### src/rtl/mem_bridge_pkg.sv
`default_nettype none
// +--------------------------------------------------------------------+
// | mem_bridge_pkg : shared types and access-size encodings for the     |
// |                  data-port load/store bridge                        |
// | Revision 1.0                                                        |
// +--------------------------------------------------------------------+
package mem_bridge_pkg;

    typedef enum logic [1:0] {
        IDLE  = 2'd0,
        ISSUE = 2'd1,
        DONE  = 2'd2
    } state_t;

    localparam logic [1:0] SZ_BYTE    = 2'd0;
    localparam logic [1:0] SZ_HALF    = 2'd1;
    localparam logic [1:0] SZ_WORD    = 2'd2;
    localparam logic [1:0] SZ_ILLEGAL = 2'd3;

endpackage : mem_bridge_pkg
`default_nettype wire

### src/rtl/data_mem_bridge_lane_steer.sv
`default_nettype none
// +--------------------------------------------------------------------+
// | lane_steer : byte-enable generation and store-data lane replication |
// | Revision 1.0                                                        |
// +--------------------------------------------------------------------+
module lane_steer
    import mem_bridge_pkg::*;
(
    input  logic [1:0]  size,
    input  logic [1:0]  offset,
    input  logic [31:0] wdata,
    output logic [3:0]  byteenable,
    output logic [31:0] steered_data,
    output logic        misaligned
);

    // Data is replicated across lanes so the slave picks it up on whichever
    // lane the byte enables select; no per-offset shifter is needed.
    always_comb begin
        byteenable   = 4'b0000;
        steered_data = 32'h0000_0000;
        misaligned   = 1'b0;
        case (size)
            SZ_BYTE: begin
                byteenable   = 4'b0001 << offset;
                steered_data = {4{wdata[7:0]}};
            end
            SZ_HALF: begin
                byteenable   = offset[1] ? 4'b1100 : 4'b0011;
                steered_data = {2{wdata[15:0]}};
                misaligned   = offset[0];
            end
            SZ_WORD: begin
                byteenable   = 4'b1111;
                steered_data = wdata;
                misaligned   = |offset;
            end
            default: begin
                byteenable   = 4'b0000;
                steered_data = 32'h0000_0000;
                misaligned   = 1'b0;
            end
        endcase
    end

endmodule : lane_steer
`default_nettype wire

### src/rtl/data_mem_bridge.sv
`default_nettype none
// +--------------------------------------------------------------------+
// | data_mem_bridge : load/store bridge from the core data port to an  |
// |                   Avalon-style bus; stalls the core until done     |
// | Revision 1.0                                                        |
// +--------------------------------------------------------------------+
module data_mem_bridge
    import mem_bridge_pkg::*;
#(
    parameter int ADDR_W = 32,
    parameter int DATA_W = 32
) (
    input  logic              clk,
    input  logic              reset,
    input  logic              req_read,
    input  logic              req_write,
    input  logic [1:0]        req_size,
    input  logic [ADDR_W-1:0] req_address,
    input  logic [DATA_W-1:0] req_writedata,
    output logic              stall,
    output logic              rsp_valid,
    output logic              rsp_error,
    output logic [DATA_W-1:0] rsp_readdata,
    output logic [ADDR_W-1:0] bus_address,
    output logic              bus_read,
    output logic              bus_write,
    output logic [3:0]        bus_byteenable,
    output logic [DATA_W-1:0] bus_writedata,
    input  logic              bus_waitrequest,
    input  logic [DATA_W-1:0] bus_readdata
);

    state_t            state_q, state_d;
    logic [ADDR_W-1:0] bus_address_q, bus_address_d;
    logic              bus_read_q, bus_read_d;
    logic              bus_write_q, bus_write_d;
    logic [3:0]        bus_byteenable_q, bus_byteenable_d;
    logic [DATA_W-1:0] bus_writedata_q, bus_writedata_d;
    logic              rsp_valid_q, rsp_valid_d;
    logic              rsp_error_q, rsp_error_d;
    logic [DATA_W-1:0] rsp_readdata_q, rsp_readdata_d;

    logic [3:0]        steer_be;
    logic [DATA_W-1:0] steer_data;
    logic              steer_misaligned;
    logic              req_any;
    logic              req_illegal;

    lane_steer u_lane_steer (
        .size         (req_size),
        .offset       (req_address[1:0]),
        .wdata        (req_writedata),
        .byteenable   (steer_be),
        .steered_data (steer_data),
        .misaligned   (steer_misaligned)
    );

    assign req_any     = req_read | req_write;
    assign req_illegal = (req_read & req_write) | (req_size == SZ_ILLEGAL) | steer_misaligned;

    // Combinational so the core freezes in the very cycle a request appears.
    assign stall = (state_q == ISSUE) | ((state_q == IDLE) & req_any);

    always_comb begin
        state_d          = state_q;
        bus_address_d    = bus_address_q;
        bus_read_d       = bus_read_q;
        bus_write_d      = bus_write_q;
        bus_byteenable_d = bus_byteenable_q;
        bus_writedata_d  = bus_writedata_q;
        rsp_readdata_d   = rsp_readdata_q;
        rsp_valid_d      = 1'b0;
        rsp_error_d      = 1'b0;
        case (state_q)
            IDLE: begin
                if (req_any) begin
                    if (req_illegal) begin
                        state_d     = DONE;
                        rsp_valid_d = 1'b1;
                        rsp_error_d = 1'b1;
                    end else begin
                        state_d          = ISSUE;
                        bus_address_d    = {req_address[ADDR_W-1:2], 2'b00};
                        bus_read_d       = req_read;
                        bus_write_d      = req_write;
                        bus_byteenable_d = steer_be;
                        bus_writedata_d  = steer_data;
                    end
                end
            end
            ISSUE: begin
                if (!bus_waitrequest) begin
                    state_d     = DONE;
                    bus_read_d  = 1'b0;
                    bus_write_d = 1'b0;
                    rsp_valid_d = 1'b1;
                    if (bus_read_q) begin
                        rsp_readdata_d = bus_readdata;
                    end
                end
            end
            DONE: begin
                state_d = IDLE;
            end
            default: begin
                state_d = IDLE;
            end
        endcase
    end

    always_ff @(posedge clk) begin
        if (!reset) begin
            state_q          <= IDLE;
            bus_address_q    <= '0;
            bus_read_q       <= 1'b0;
            bus_write_q      <= 1'b0;
            bus_byteenable_q <= 4'b0000;
            bus_writedata_q  <= '0;
            rsp_valid_q      <= 1'b0;
            rsp_error_q      <= 1'b0;
            rsp_readdata_q   <= '0;
        end else begin
            state_q          <= state_d;
            bus_address_q    <= bus_address_d;
            bus_read_q       <= bus_read_d;
            bus_write_q      <= bus_write_d;
            bus_byteenable_q <= bus_byteenable_d;
            bus_writedata_q  <= bus_writedata_d;
            rsp_valid_q      <= rsp_valid_d;
            rsp_error_q      <= rsp_error_d;
            rsp_readdata_q   <= rsp_readdata_d;
        end
    end

    assign bus_address    = bus_address_q;
    assign bus_read       = bus_read_q;
    assign bus_write      = bus_write_q;
    assign bus_byteenable = bus_byteenable_q;
    assign bus_writedata  = bus_writedata_q;
    assign rsp_valid      = rsp_valid_q;
    assign rsp_error      = rsp_error_q;
    assign rsp_readdata   = rsp_readdata_q;

endmodule : data_mem_bridge
`default_nettype wire

### config.mk
export PLATFORM = sky130hd
export DESIGN_NAME = data_mem_bridge
export DESIGN_NICKNAME = d
export VERILOG_FILES = /design/src/rtl/mem_bridge_pkg.sv /design/src/rtl/data_mem_bridge_lane_steer.sv /design/src/rtl/data_mem_bridge.sv
export SDC_FILE = /design/constraint.sdc
export NUM_CORES = 1
export LEC_CHECK = 0
export ABC_AREA = 1
export CAP_MARGIN = 15
export CORE_ASPECT_RATIO = 0.6
export CORE_MARGIN = 5
export CORE_UTILIZATION = 41
export CTS_CLUSTER_SIZE = 40
export DETAILED_ROUTE_END_ITERATION = 8
export PLACE_DENSITY = 0.87
export SLEW_MARGIN = 20
export SYNTH_ARGS = -nofsm -noshare
export SYNTH_HDL_FRONTEND = slang
export SYNTH_SLANG_ARGS = --single-unit
### constraint.sdc
create_clock -name clk -period 2.1 [get_ports clk]
set_clock_uncertainty 0.1 [all_clocks]
set_input_delay 0.315 -clock clk [delete_from_list [all_inputs] [get_ports clk]]
set_output_delay 0.315 -clock clk [all_outputs]
set_load 0.01 [all_outputs]
==> results.md <==
Logic synthesis:
- The area share of the largest cell type after synthesis is 0.4733.
- The compound-gate portion of the synthesized area was 0.1638.
- The count of state elements after synthesis is 104.
- The number of different library cells used by synthesis comes to 19.
- The synthesized netlist occupies a cell area of 0.004399 mm2.
- The basic-gate share of the synthesized area counting and, or, nand and nor cells is 0.2491.
- The library cell occupying the most area in the post-synthesis netlist is sky130_fd_sc_hd__dfxtp_1.
- Of the total synthesized cell area, the portion taken by XOR and XNOR cells is 0.
- After synthesis, the cell types taking the most area are sky130_fd_sc_hd__dfxtp_1 (47%), sky130_fd_sc_hd__nand2_1 (10%), sky130_fd_sc_hd__o21ai_0 (7.6%).
- The fraction of the yosys area taken by sequential cells is 0.4733.
- The fraction of synthesized area in multiplexers is 0.
- The post-synthesis adder-cell area fraction is 0.01138.
- The mean cell area of the mapped netlist is 7.153 um2.
- The largest family of logic cells by synthesized area is simple AND/OR/NAND/NOR gates.
- Yosys printed 0 warnings.
- The cell count after synthesis is ~600.

Detailed routing:
- The number of remaining DRC errors is 0.
- Before antenna repair, the detailed router went through 4 iterations.
- The number of DRC markers in iteration 0 is around 260.
- The mean routed wirelength per cell is 14.30 um.
- For this block, the routed nets add up to 13.65 mm of wire.
- The via-per-instance ratio is 4.799.
- The detail route stage leaves a number of antenna-violating nets equal to 0.
- The count of vias placed by the detailed router is 4578.

Run:
- The max-capacitance violation count is 0.

Die:
- Pin placement for this block handled 208 I/O pins.
- The number of placement rows is 29.
- The overall die height is between 90 and 100 um.
- The floorplan die area is 0.01297 mm2.
- After floorplanning, the core was sized to cover approximately 0.011 mm2.
- The initial cell density of the core is 0.4181.
- The floorplan step set the die width to about 140 um.

Worst setup path:
- The critical path is of the input pin to flip-flop type.
- Along the worst path, the maximum fanout reaches 20.
- For the worst flop-to-flop path, the logic depth is 8.
- STA puts the critical path data required time at 2.23 ns.
- Data arrives at the worst endpoint at 2.09 ns.
- STA classifies the critical path startpoint as an input pin.
- The sort of element at the end of the critical path is a flip-flop.
- The register-to-register path setup slack is about 0.52 ns.

Timing:
- The count of final setup violators is 0.
- For the pin with the worst max-slew slack, the measured transition is 0.5589 ns.
- The post-route worst setup slack is 0.1410 ns.
- Setup repair after global routing left no endpoint under its margin.
- The hold violation count in the final report is 0.
- The upper clock frequency limit is 510.5 MHz.
- The clock period minus final worst setup slack is 1.959 ns.
- Adding up every negative setup slack in the final design gives 0 ns.
- Headroom to the max-slew limit came out at 0.6269.
- Dividing the final minimum period by the clock period gives 0.9329.
- The final max-slew violation count is 0.

Placed design:
- The wire-length estimate of the detail-placed layout is 10.52 mm.
- The count of buffers added on input and output ports is 205.
- The last weighted congestion value of the routability-driven placer is 0.8968.
- Before CTS, the worst setup slack after placement is -0.2104 ns.
- The post-place instance area is 0.006603 mm2.

Clocking:
- TritonCTS built the clock tree.
- The maximum root-to-sink buffer count is 2.
- Buffers inserted to repair hold after CTS numbered 0.
- Clock-pin slew was measured on the worst setup and hold paths at roughly 0.070 ns.
- In this run, CTS created clock tree buffers numbering 9.
- The H-tree generated during clock tree synthesis spans 3 levels.
- CTS placed an instance of sky130_fd_sc_hd__clkbuf_16 at the clock tree root.
- Clock latency on the worst-skew pair, taken at its later pin, is 0.33 ns.
- The number of sinks driven by the clock tree is between 100 and 150.

Power and ir drop:
- For this design the ratio of total power to cell area is 730.2 mW/mm2.
- The analysis attributes to cell leakage a power of about 2.8 nW.
- The worst voltage drop across the vdd grid is 0.4768 mV.

Cells and area:
- At the end of the flow, the number of nets in the layout was 917.
- The multi-input combinational cells in the finished layout cover a total of 0.001886 mm2.
- The final standard cell area without fillers is ~0.007 mm2.
- The repair_antennas step left the layout with diodes totalling 0.
- Registers take 0.002082 mm2.
- Of the cells placed in the final design, the portion with a size suffix greater than 1 is 0.05276.
- The filler cell count is approximately 930.
- Relative to the synthesized area, the layout overhead comes to 57.20%.

Global routing:
- The number of antenna violations at the first check in global routing is 0.
- Entering global routing, the biggest net connects 53 pins.
- The first global-routing pass estimated ~21 mm of wire.
- The remaining global-route overflow is 0.
- The global router's overall resource usage is 0.2029.
- The via count of the first global-routing pass is 4283.

Run status:
- The flow ran to the end, and the final reports show no timing, DRC or antenna violations.

Worst hold path:
- The type of the worst min-delay path is input pin to flip-flop.
- Counting instances, the worst hold path has a depth of 3.
==> power by group <==
group | switching [W] | internal (W) | leakage (nW) | total (W)
sequential | 0.0000767 | 0.00212 | 0.849 | 0.00219
combinational | 0.000534 | 0.000603 | 1.78 | 0.00114
clock | 0.000754 | 0.000964 | 0.150 | 0.00172
==> Yosys cell counts (all sizes together) <==
cell type  number
a21oi          51
and2           24
buf            23
clkbuf         17
conb            1
dfxtp         104
ha              4
inv            62
nand2         119
nand3          31
nor2           79
nor3            7
o21ai          93
==> area by class of cell <==
cell class                 count  share of cell area
clock buffer                  10             0.03456
inverter                      62             0.03365
clock inverter                 6            0.009770
sequential                   104              0.3011
multi-input combinational    410              0.2727
tap                          139             0.02515
timing repair buffer         223              0.3231
==> sequential cells by signal, indices dropped and copies added, names as in the netlist <==
name	count
bus_writedata	32
rsp_readdata	32
bus_address	30
bus_byteenable	4
state_q	2
bus_read	1
bus_write	1
rsp_error	1
rsp_valid	1
==> cell usage in the layout, fill, tap and decap left out, types with 2 or more instances in the layout <==
cell,count
sky130_fd_sc_hd__nor2_2,3
sky130_fd_sc_hd__buf_12,4
sky130_fd_sc_hd__clkbuf_16,9
sky130_fd_sc_hd__nand3_1,30
sky130_fd_sc_hd__a21oi_1,50
sky130_fd_sc_hd__nor3_1,7
sky130_fd_sc_hd__ha_1,4
sky130_fd_sc_hd__nand2_1,119
sky130_fd_sc_hd__o21ai_0,67
sky130_fd_sc_hd__o21ai_1,26
sky130_fd_sc_hd__and2_1,24
sky130_fd_sc_hd__inv_2,3
sky130_fd_sc_hd__inv_1,59
sky130_fd_sc_hd__nor2_1,76
sky130_fd_sc_hd__dfxtp_1,104
sky130_fd_sc_hd__clkinv_2,2
sky130_fd_sc_hd__conb_1,2
sky130_fd_sc_hd__buf_4,14
sky130_fd_sc_hd__clkdlybuf4s50_1,203
==> timing repair <==
| action | 4_1_cts | 5_1_grt |
|---|---|---|
| resized for setup | 0 | 2 |
| buffers inserted | 0 | 0 |
| endpoints found under the setup margin | 0 | 5 |
==> cells by family (layout without fill, tap and decap cells) <==
family,count (synthesis),after routing
compound gates,144,144
fa+ha+maj,4,4
buf+inv,102,301
flops,104,104
other cells,1,2
simple gates,260,260
==> worst max-delay path, cell delays in order <==
cell and delay [ns]:
sky130_fd_sc_hd__clkdlybuf4s50_1 0.52, sky130_fd_sc_hd__inv_1 0.08, sky130_fd_sc_hd__ha_1 0.29, sky130_fd_sc_hd__inv_1 0.06, sky130_fd_sc_hd__nor2_1 0.04, sky130_fd_sc_hd__nand2_1 0.11, sky130_fd_sc_hd__nand3_4 0.13, sky130_fd_sc_hd__buf_4 0.23
sky130_fd_sc_hd__nand2_1 0.07, sky130_fd_sc_hd__o21ai_0 0.08, sky130_fd_sc_hd__and2_1 0.15
==> layer usage <==
layer	part of all wire	up-vias	wire length, um	GRT usage
met5	0	-	0	0
met4	0.0090	0	123	0.03762
met3	0.11	10	1472	0.06416
met2	0.43	180	5910	0.3095
met1	0.45	2052	6138	0.2843
li1	-	2336	-	-
==> path summary, 6_finish.rpt <==
path | start | to
setup reg to reg | state_q[1] | bus_writedata[12]
setup / recovery | req_size[0] | bus_writedata[12]
hold / removal | reset | bus_address[4]
hold reg to reg | bus_address[22] | bus_address[22]
==> metrics by stage <==
step                hold slack [ns]  cells  total power, W  utilization
CTS                          0.1721    954        0.005092       0.6566
global placement             0.3306    938        0.003351       0.6275
floorplan                    0.3622    616        0.002758            -
global route                 0.1952    954        0.005302       0.6572
detailed placement           0.3388    938        0.003378       0.6275
finish                       0.1863    954        0.005050       0.6572
Power figures use the tool's default switching activity.
